**src/rtl/seg_serial_shifter.sv**
```systemverilog
// Serialises a 64-bit segment image into an external 8-digit 7-segment shift register.
// Each frame works from a snapshot of Disp_num, so the source may change at any time.
module seg_serial_shifter #(
    parameter int CLK_DIV   = 2,
    parameter int REFRESH   = 50000,
    parameter bit MSB_FIRST = 1'b1
) (
    input  logic        clk,
    input  logic        rst,
    input  logic [63:0] Disp_num,
    input  logic        start,
    output logic        seg_clk,
    output logic        seg_sout,
    output logic        seg_lat,
    output logic        seg_clrn,
    output logic        busy,
    output logic        frame_done
);

    localparam int DW = $clog2(2 * CLK_DIV + 1);
    localparam int RW = $clog2(REFRESH + 2);
    localparam bit AUTO = (REFRESH > 0);

    localparam logic [DW-1:0] DIV_HALF = DW'(CLK_DIV);
    localparam logic [DW-1:0] DIV_LAST = DW'(2 * CLK_DIV - 1);
    localparam logic [DW-1:0] LAT_LAST = DW'(CLK_DIV - 1);
    localparam logic [RW-1:0] REF_LAST = RW'((REFRESH > 0) ? REFRESH - 1 : 0);

    typedef enum logic [2:0] {
        S_IDLE,
        S_LOAD,
        S_SHIFT,
        S_LATCH,
        S_DONE
    } state_t;

    state_t          r_state;
    state_t          w_state_nxt;
    logic [RW-1:0]   r_ref;
    logic [DW-1:0]   r_div;
    logic [5:0]      r_bit;
    logic [63:0]     r_shadow;

    logic            w_ref_wrap;
    logic            w_bit_end;
    logic            w_last_bit;
    logic            w_out_bit;

    logic            w_clk_nxt;
    logic            w_sout_nxt;
    logic            w_lat_nxt;
    logic            w_busy_nxt;
    logic            w_done_nxt;

    assign w_ref_wrap = AUTO && (r_ref == REF_LAST);
    assign w_bit_end  = (r_div == DIV_LAST);
    assign w_last_bit = (r_bit == 6'd63);
    assign w_out_bit  = MSB_FIRST ? r_shadow[63] : r_shadow[0];

    always_ff @(posedge clk or negedge rst) begin
        if (!rst) begin
            r_state <= S_IDLE;
        end else begin
            r_state <= w_state_nxt;
        end
    end

    always_comb begin
        w_state_nxt = r_state;
        unique case (r_state)
            S_IDLE:  if (start || w_ref_wrap) w_state_nxt = S_LOAD;
            S_LOAD:  w_state_nxt = S_SHIFT;
            S_SHIFT: if (w_bit_end && w_last_bit) w_state_nxt = S_LATCH;
            S_LATCH: if (r_div == LAT_LAST) w_state_nxt = S_DONE;
            S_DONE:  w_state_nxt = S_IDLE;
            default: w_state_nxt = S_IDLE;
        endcase
    end

    // Refresh counter only advances while staying in IDLE, so leaving IDLE clears it.
    always_ff @(posedge clk or negedge rst) begin
        if (!rst) begin
            r_ref    <= '0;
            r_div    <= '0;
            r_bit    <= '0;
            r_shadow <= '0;
        end else begin
            if (AUTO && r_state == S_IDLE && w_state_nxt == S_IDLE) begin
                r_ref <= r_ref + RW'(1);
            end else begin
                r_ref <= '0;
            end

            unique case (r_state)
                S_LOAD: begin
                    r_shadow <= Disp_num;
                    r_bit    <= '0;
                    r_div    <= '0;
                end
                S_SHIFT: begin
                    if (w_bit_end) begin
                        r_div <= '0;
                        r_bit <= r_bit + 6'd1;
                        r_shadow <= MSB_FIRST ? {r_shadow[62:0], 1'b0}
                                              : {1'b0, r_shadow[63:1]};
                    end else begin
                        r_div <= r_div + DW'(1);
                    end
                end
                S_LATCH: r_div <= r_div + DW'(1);
                default: r_div <= '0;
            endcase
        end
    end

    always_comb begin
        w_clk_nxt  = 1'b0;
        w_sout_nxt = 1'b0;
        w_lat_nxt  = 1'b0;
        w_busy_nxt = 1'b0;
        w_done_nxt = 1'b0;
        unique case (r_state)
            S_LOAD:  w_busy_nxt = 1'b1;
            S_SHIFT: begin
                w_busy_nxt = 1'b1;
                w_clk_nxt  = (r_div >= DIV_HALF);
                w_sout_nxt = w_out_bit;
            end
            S_LATCH: begin
                w_busy_nxt = 1'b1;
                w_lat_nxt  = 1'b1;
            end
            S_DONE:  w_done_nxt = 1'b1;
            default: ;
        endcase
    end

    // Outputs are decoded from the current state and registered, so every output
    // trails the internal state by one cycle with all relative timing preserved.
    always_ff @(posedge clk or negedge rst) begin
        if (!rst) begin
            seg_clk    <= 1'b0;
            seg_sout   <= 1'b0;
            seg_lat    <= 1'b0;
            seg_clrn   <= 1'b0;
            busy       <= 1'b0;
            frame_done <= 1'b0;
        end else begin
            seg_clk    <= w_clk_nxt;
            seg_sout   <= w_sout_nxt;
            seg_lat    <= w_lat_nxt;
            seg_clrn   <= 1'b1;
            busy       <= w_busy_nxt;
            frame_done <= w_done_nxt;
        end
    end

endmodule

```
**config.mk**
```make
export PLATFORM = sky130hd
export DESIGN_NAME = seg_serial_shifter
export DESIGN_NICKNAME = d
export VERILOG_FILES = /design/src/rtl/seg_serial_shifter.sv
export SDC_FILE = /design/constraint.sdc
export NUM_CORES = 1
export LEC_CHECK = 0
export ABC_AREA = 0
export CAP_MARGIN = 20
export CELL_PAD_IN_SITES_DETAIL_PLACEMENT = 0
export CELL_PAD_IN_SITES_GLOBAL_PLACEMENT = 1
export CORE_MARGIN = 3
export CORE_UTILIZATION = 38
export DETAILED_ROUTE_END_ITERATION = 10
export GPL_TIMING_DRIVEN = 1
export PLACE_DENSITY_LB_ADDON = 0.2
export SLEW_MARGIN = 40
export SYNTH_ARGS = -nofsm -noshare
export SYNTH_HDL_FRONTEND = slang
export SYNTH_SLANG_ARGS = --single-unit
```
**constraint.sdc**
```tcl
create_clock -name clk -period 1.79 [get_ports clk]
set_clock_uncertainty 0.2 [all_clocks]
set_input_delay 0.2685 -clock clk [delete_from_list [all_inputs] [get_ports clk]]
set_output_delay 0.2685 -clock clk [all_outputs]
set_load 0.005 [all_outputs]
```
Word-level counts from Yosys, hierarchy flattened
Index checks and enable logic that the tools add are counted.
{ "word_totals": {"register_bits": 98, "inputBits": 67, "word_cells": 48, "output_inout_bits": 6} }
{ "classes": {"n_addsub": 3, "n_mux": 16, "n_reduce_logical": 8, "n_lt_le_gt_ge": 1, "eq_ne": 9} }
{ "op_table": {"columns": ["op", "n"], "rows": [
  ["$pmux 64 s2", 1],
  ["$mux 64", 1],
  ["$add 16x1->16 const B", 1],
  ["$eq 16x16->1 const B", 1],
  ["$mux 16", 1],
  ["$mux 3", 4],
  ["$pmux 3 s4", 1],
  ["$pmux 6 s2", 1],
  ["$eq 3x2->1 const B", 3],
  ["$add 6x1->6 const B", 1],
  ["$eq 3x1->1 const B", 2],
  ["$eq 6x6->1 const B", 1],
  ["$logic_not 3->1", 2],
  ["$mux 6", 1],
  ["$pmux 3 s2", 1],
  ["$mux 1", 5],
  ["$add 3x1->3 const B", 1],
  ["$eq 3x3->1 const B", 1],
  ["$ge 3x2->1 const B", 1],
  ["$reduce_or 3->1", 1],
  ["$logic_and 1x1->1", 2],
  ["$ne 2x2->1 const B", 1],
  ["$reduce_and 2->1", 1],
  ["$reduce_bool 2->1", 1],
  ["$logic_or 1x1->1", 1]
]} }

Logic depth before layout (Yosys ltp)
{ "depth": {"depth_word": 7, "depth_mapped": 7, "mapped_depth_nobuf": 6} }

Least setup slack after synthesis
No wires, ideal clock.
{ "synth_timing": {"path_type": "register to register", "from": "register r_div[0]", "to": "register r_shadow[10]", "path_slack_ns": -0.145, "arrival_ns": 1.613, "period_less_slack_ns": 1.935, "path_stages_with_launch": 8, "required_time_ns": 1.468, "setup_ns": 0.122, "path_buffers": 2, "path_cell_list": "dfrtp_1 ha_1 ha_1 nand3b_4 a21oi_4 buf_6 buf_8 a21oi_2"} }
{ "synth_via": {"elab_chain_cells": 3} }
{ "synth_rtl": {"columns": ["item", "line", "source"], "rows": [
  ["start: declaration", "40", "logic [DW-1:0] r_div;"],
  ["start signal: assignment", "107", "r_div <= r_div + DW'(1);"],
  ["start signal: assignment", "110", "S_LATCH: r_div <= r_div + DW'(1);"],
  ["$eq 3x2->1", "56", "assign w_bit_end = (r_div == DIV_LAST);"],
  ["$ne 2x2->1 (no source line)", null, null],
  ["$reduce_and 2->1 (no source line)", null, null],
  ["end signal: assignment", "96", "r_shadow <= Disp_num;"],
  ["end signal: assignment", "104", "r_shadow <= MSB_FIRST ? {r_shadow[62:0], 1'b0}"],
  ["end: declaration", "42", "logic [63:0] r_shadow;"]
]} }
Every way passes these cells.
A chain may end at the register's enable or synchronous reset.

Worst setup path in the final report
{ "layout_timing": {"from": "register r_div[1]", "to": "register r_shadow[31]"} }
Same word-level chain as after synthesis.

==> results.md <==
- Overall power: approximately 4600 uW
- Die X: between 100 and 150 um
- Synth area leader: dfrtp_1
- Final Instance Area: roughly 6500 um2
- DR vias/cell: 4.84
- NetSw: ~1000 uW
- Leading cell types in the layout, fill and taps excluded: 98 x dfrtp_1, 89 x nor2_1, 71 x clkdlybuf4s50_1, 64 x mux2i_1, 46 x a21oi_1
- Core area: roughly 12000 um2
- Switch share: 0.217
- Post-route antenna net violation count: 0
- Die ar.: roughly 14000 um2
- Startpoint Class: flop
- Pwr/cell area: about 710 nW/um2
- Syn Nets: 522
- Avg Cell Area, Syn: ~11 um2
- Ys flop type: dfrtp_1
- Critical path required time: between 1500 and 2000 ps
- Area contributors post-synth: dfrtp_1 52%, mux2i_1 14%, nor2_1 7.2%
- Drc violations: 0
- HPWL Detailed: approximately 7 mm
- Root buffer cell: clkbuf_16
- Worst min-delay path category: in2async
- PortBufs: 72
- Final Slew Violations: 0
- Final Routed Wirelength: around 10 mm
- DR top layer: met4
- Critical Path AT: 1840 ps
- Clock power share: 0.428
- P&R area growth vs syn: 36.5%
- Maximum vdd drop: just under 400 uV
- Netlist Area Pre-Place: 4740 um2
- First-pass GRT wire length: approximately 17 mm
- Sequential-to-total area share from yosys stat: 0.517
- Max_cap viols: 0
- Post-DR wirelength/cell: 14.0 um
- Period utilization: 0.994
- Post-synth top area share: 0.517
- Clock Path Buffers: 2
- Clock-pin slew on the worst setup and hold paths: roughly 70 ps
- # H-tree levels: 3
- Met1 WL: ~5.0 mm
- Post-synth EDFFs: 0
- CP cell instances: ha_4 > ha_4 > nand3b_4 > a21oi_4 > buf_12 > buf_12 > nor2_1 > a21oi_1
- Async S/R FF share, synth: 1.00
- Slowest cell delay on critical path: about 390 ps
- Share of cells above drive strength 1: 0.178
- Final hold vios: 0
- Antenna violations before repair: 0
- Clk Latency, worst-skew pair: ~340 ps
- DR pass1 iterations: 4
- FF-to-FF path depth: 8
- CP max-delay cell: dfrtp_1
- Top Ports: 73
- Min Tclk post-route: ~1800 ps
- Pin count of the biggest net entering global routing: 30
- Internal power: about 3600 uW
- Placed Area: around 6000 um2
- WL met3: ~380 um
- Number of global-route vias before repair: ~3500
- Crit-path max FO: 18
- Met2 wire len: 4.58 mm
- Run status: complete, no violations
- Part of the power in registers: 0.502
- Grt total ovfl: 0
- Seq cells post-synth: between 90 and 100
- Hold slack: ~180 ps
- Netlist cell types: 42
- Via count: roughly 3500
- Die height: 118 um
- # rows: 40
- GPL Wtd Cong: between 0.7 and 0.8
- Tot GR Track Use: 0.148
- P_leak: 0.00301 uW
- Max Clk Rate: around 560 MHz
- Total CTS buffers: 9
- RSZ-0062 raised after global routing: true
- Critical path type: reg2reg
- Mapped Cells: about 450
- Worst Setup End Kind: flop
- Final #Nets: about 620
- Filler instances: roughly 1100
- Gate power share: 0.070
- CTS tree: built
- Ant diodes: 0
- Post-layout instance count excluding filler cells: 720
- Commonest non-fill, non-tap cell in the layout: dfrtp_1
- DR iter-0 viols: 144
- Setup-failing EPs final: 0
- Ys Warns: 0
- CTS sink cnt: roughly 100
- Starting Density: 0.392
- Placed Cells: between 600 and 700
final timing paths:
path | from | to | slack, ps
min in group clk | r_shadow[63] | seg_sout | 290
max reg2reg | r_div[1] | r_shadow[31] | 10
min | rst | r_shadow[5] | 180
max in group asynchronous | rst | r_ref[8] | 740
min reg2reg | r_shadow[63] | seg_sout | 290
max | r_div[1] | r_shadow[31] | 10
stage by stage:
step	setup TNS (ps)	util	setup WS, ps
finish	0	0.535	11.3
global route	-3700	0.535	-101
CTS	0	0.522	3.47
detailed placement	-16.8	0.494	-11.5
global placement	0	0.494	25.5
floorplan	-1310	-	-35.9
cell type report:
cell class	count	area, um2	area share
well taps	168	210	0.0325
clock buffers	10	239	0.0369
multi-input cells	316	2180	0.337
repair buffers	113	1290	0.199
flip-flops and latches	98	2450	0.379
clock inverters	6	66.3	0.0102
inverters	9	33.8	0.00522
cells in the mapped netlist, drive strengths merged (4+ instances only):
cell type and count:
a21oi 66, and2 4, buf 23, dfrtp 98
ha 7, inv 9, mux2i 64, nand2 11
nand3 8, nand4 4, nor2 92, nor2b 4
nor3 6, nor4 5, o21ai 5, xnor2 15
power groups by stage:
stage	clock network (uW)	logic [uW]	registers, uW
finish	1970	320	2310
global route	2120	358	2310
CTS	2030	327	2300
detailed placement	0	323	2350
global placement	0	321	2350
floorplan	0	91.6	2340
flip-flops by register name (all words and copies together), names as in the netlist:
name	flops
seg_lat	1
r_shadow	64
r_div	3
seg_sout	1
seg_clrn	1
r_ref	16
r_state	3
busy	1
r_bit	6
frame_done	1
seg_clk	1
kinds of logic after synthesis:
group           synth area share
compound gates             0.106
xor+xnor                  0.0295
fa+ha+maj                 0.0185
buf+inv                   0.0525
flops                      0.517
mux                        0.135
other cells             0.000791
simple gates               0.140
critical path: cells and delay by family (launching register included):
family	cells	cell delay [ps]
fa+ha+maj	2	300
compound gates	2	320
flops	1	390
buf+inv	2	320
simple gates	2	140
routing by layer:
layer / GRT usage / vias to the layer above
met4: 0.0549 / 0
li1: - / 1743
met2: 0.219 / 46
met3: 0.0346 / 11
met1: 0.212 / 1686
met5: 0 / -
what timing repair did:
action / 4_1_cts / 5_1_grt
resized for setup: 1 / 19
endpoints found under the setup margin: 14 / 74
endpoints found under the hold margin: 98 / 0
hold buffers: 1 / 0
gates cloned: 0 / 3
pin swaps: 0 / 5
buffers inserted: 2 / 0
No activity file was read; power rests on OpenSTA's default activity.
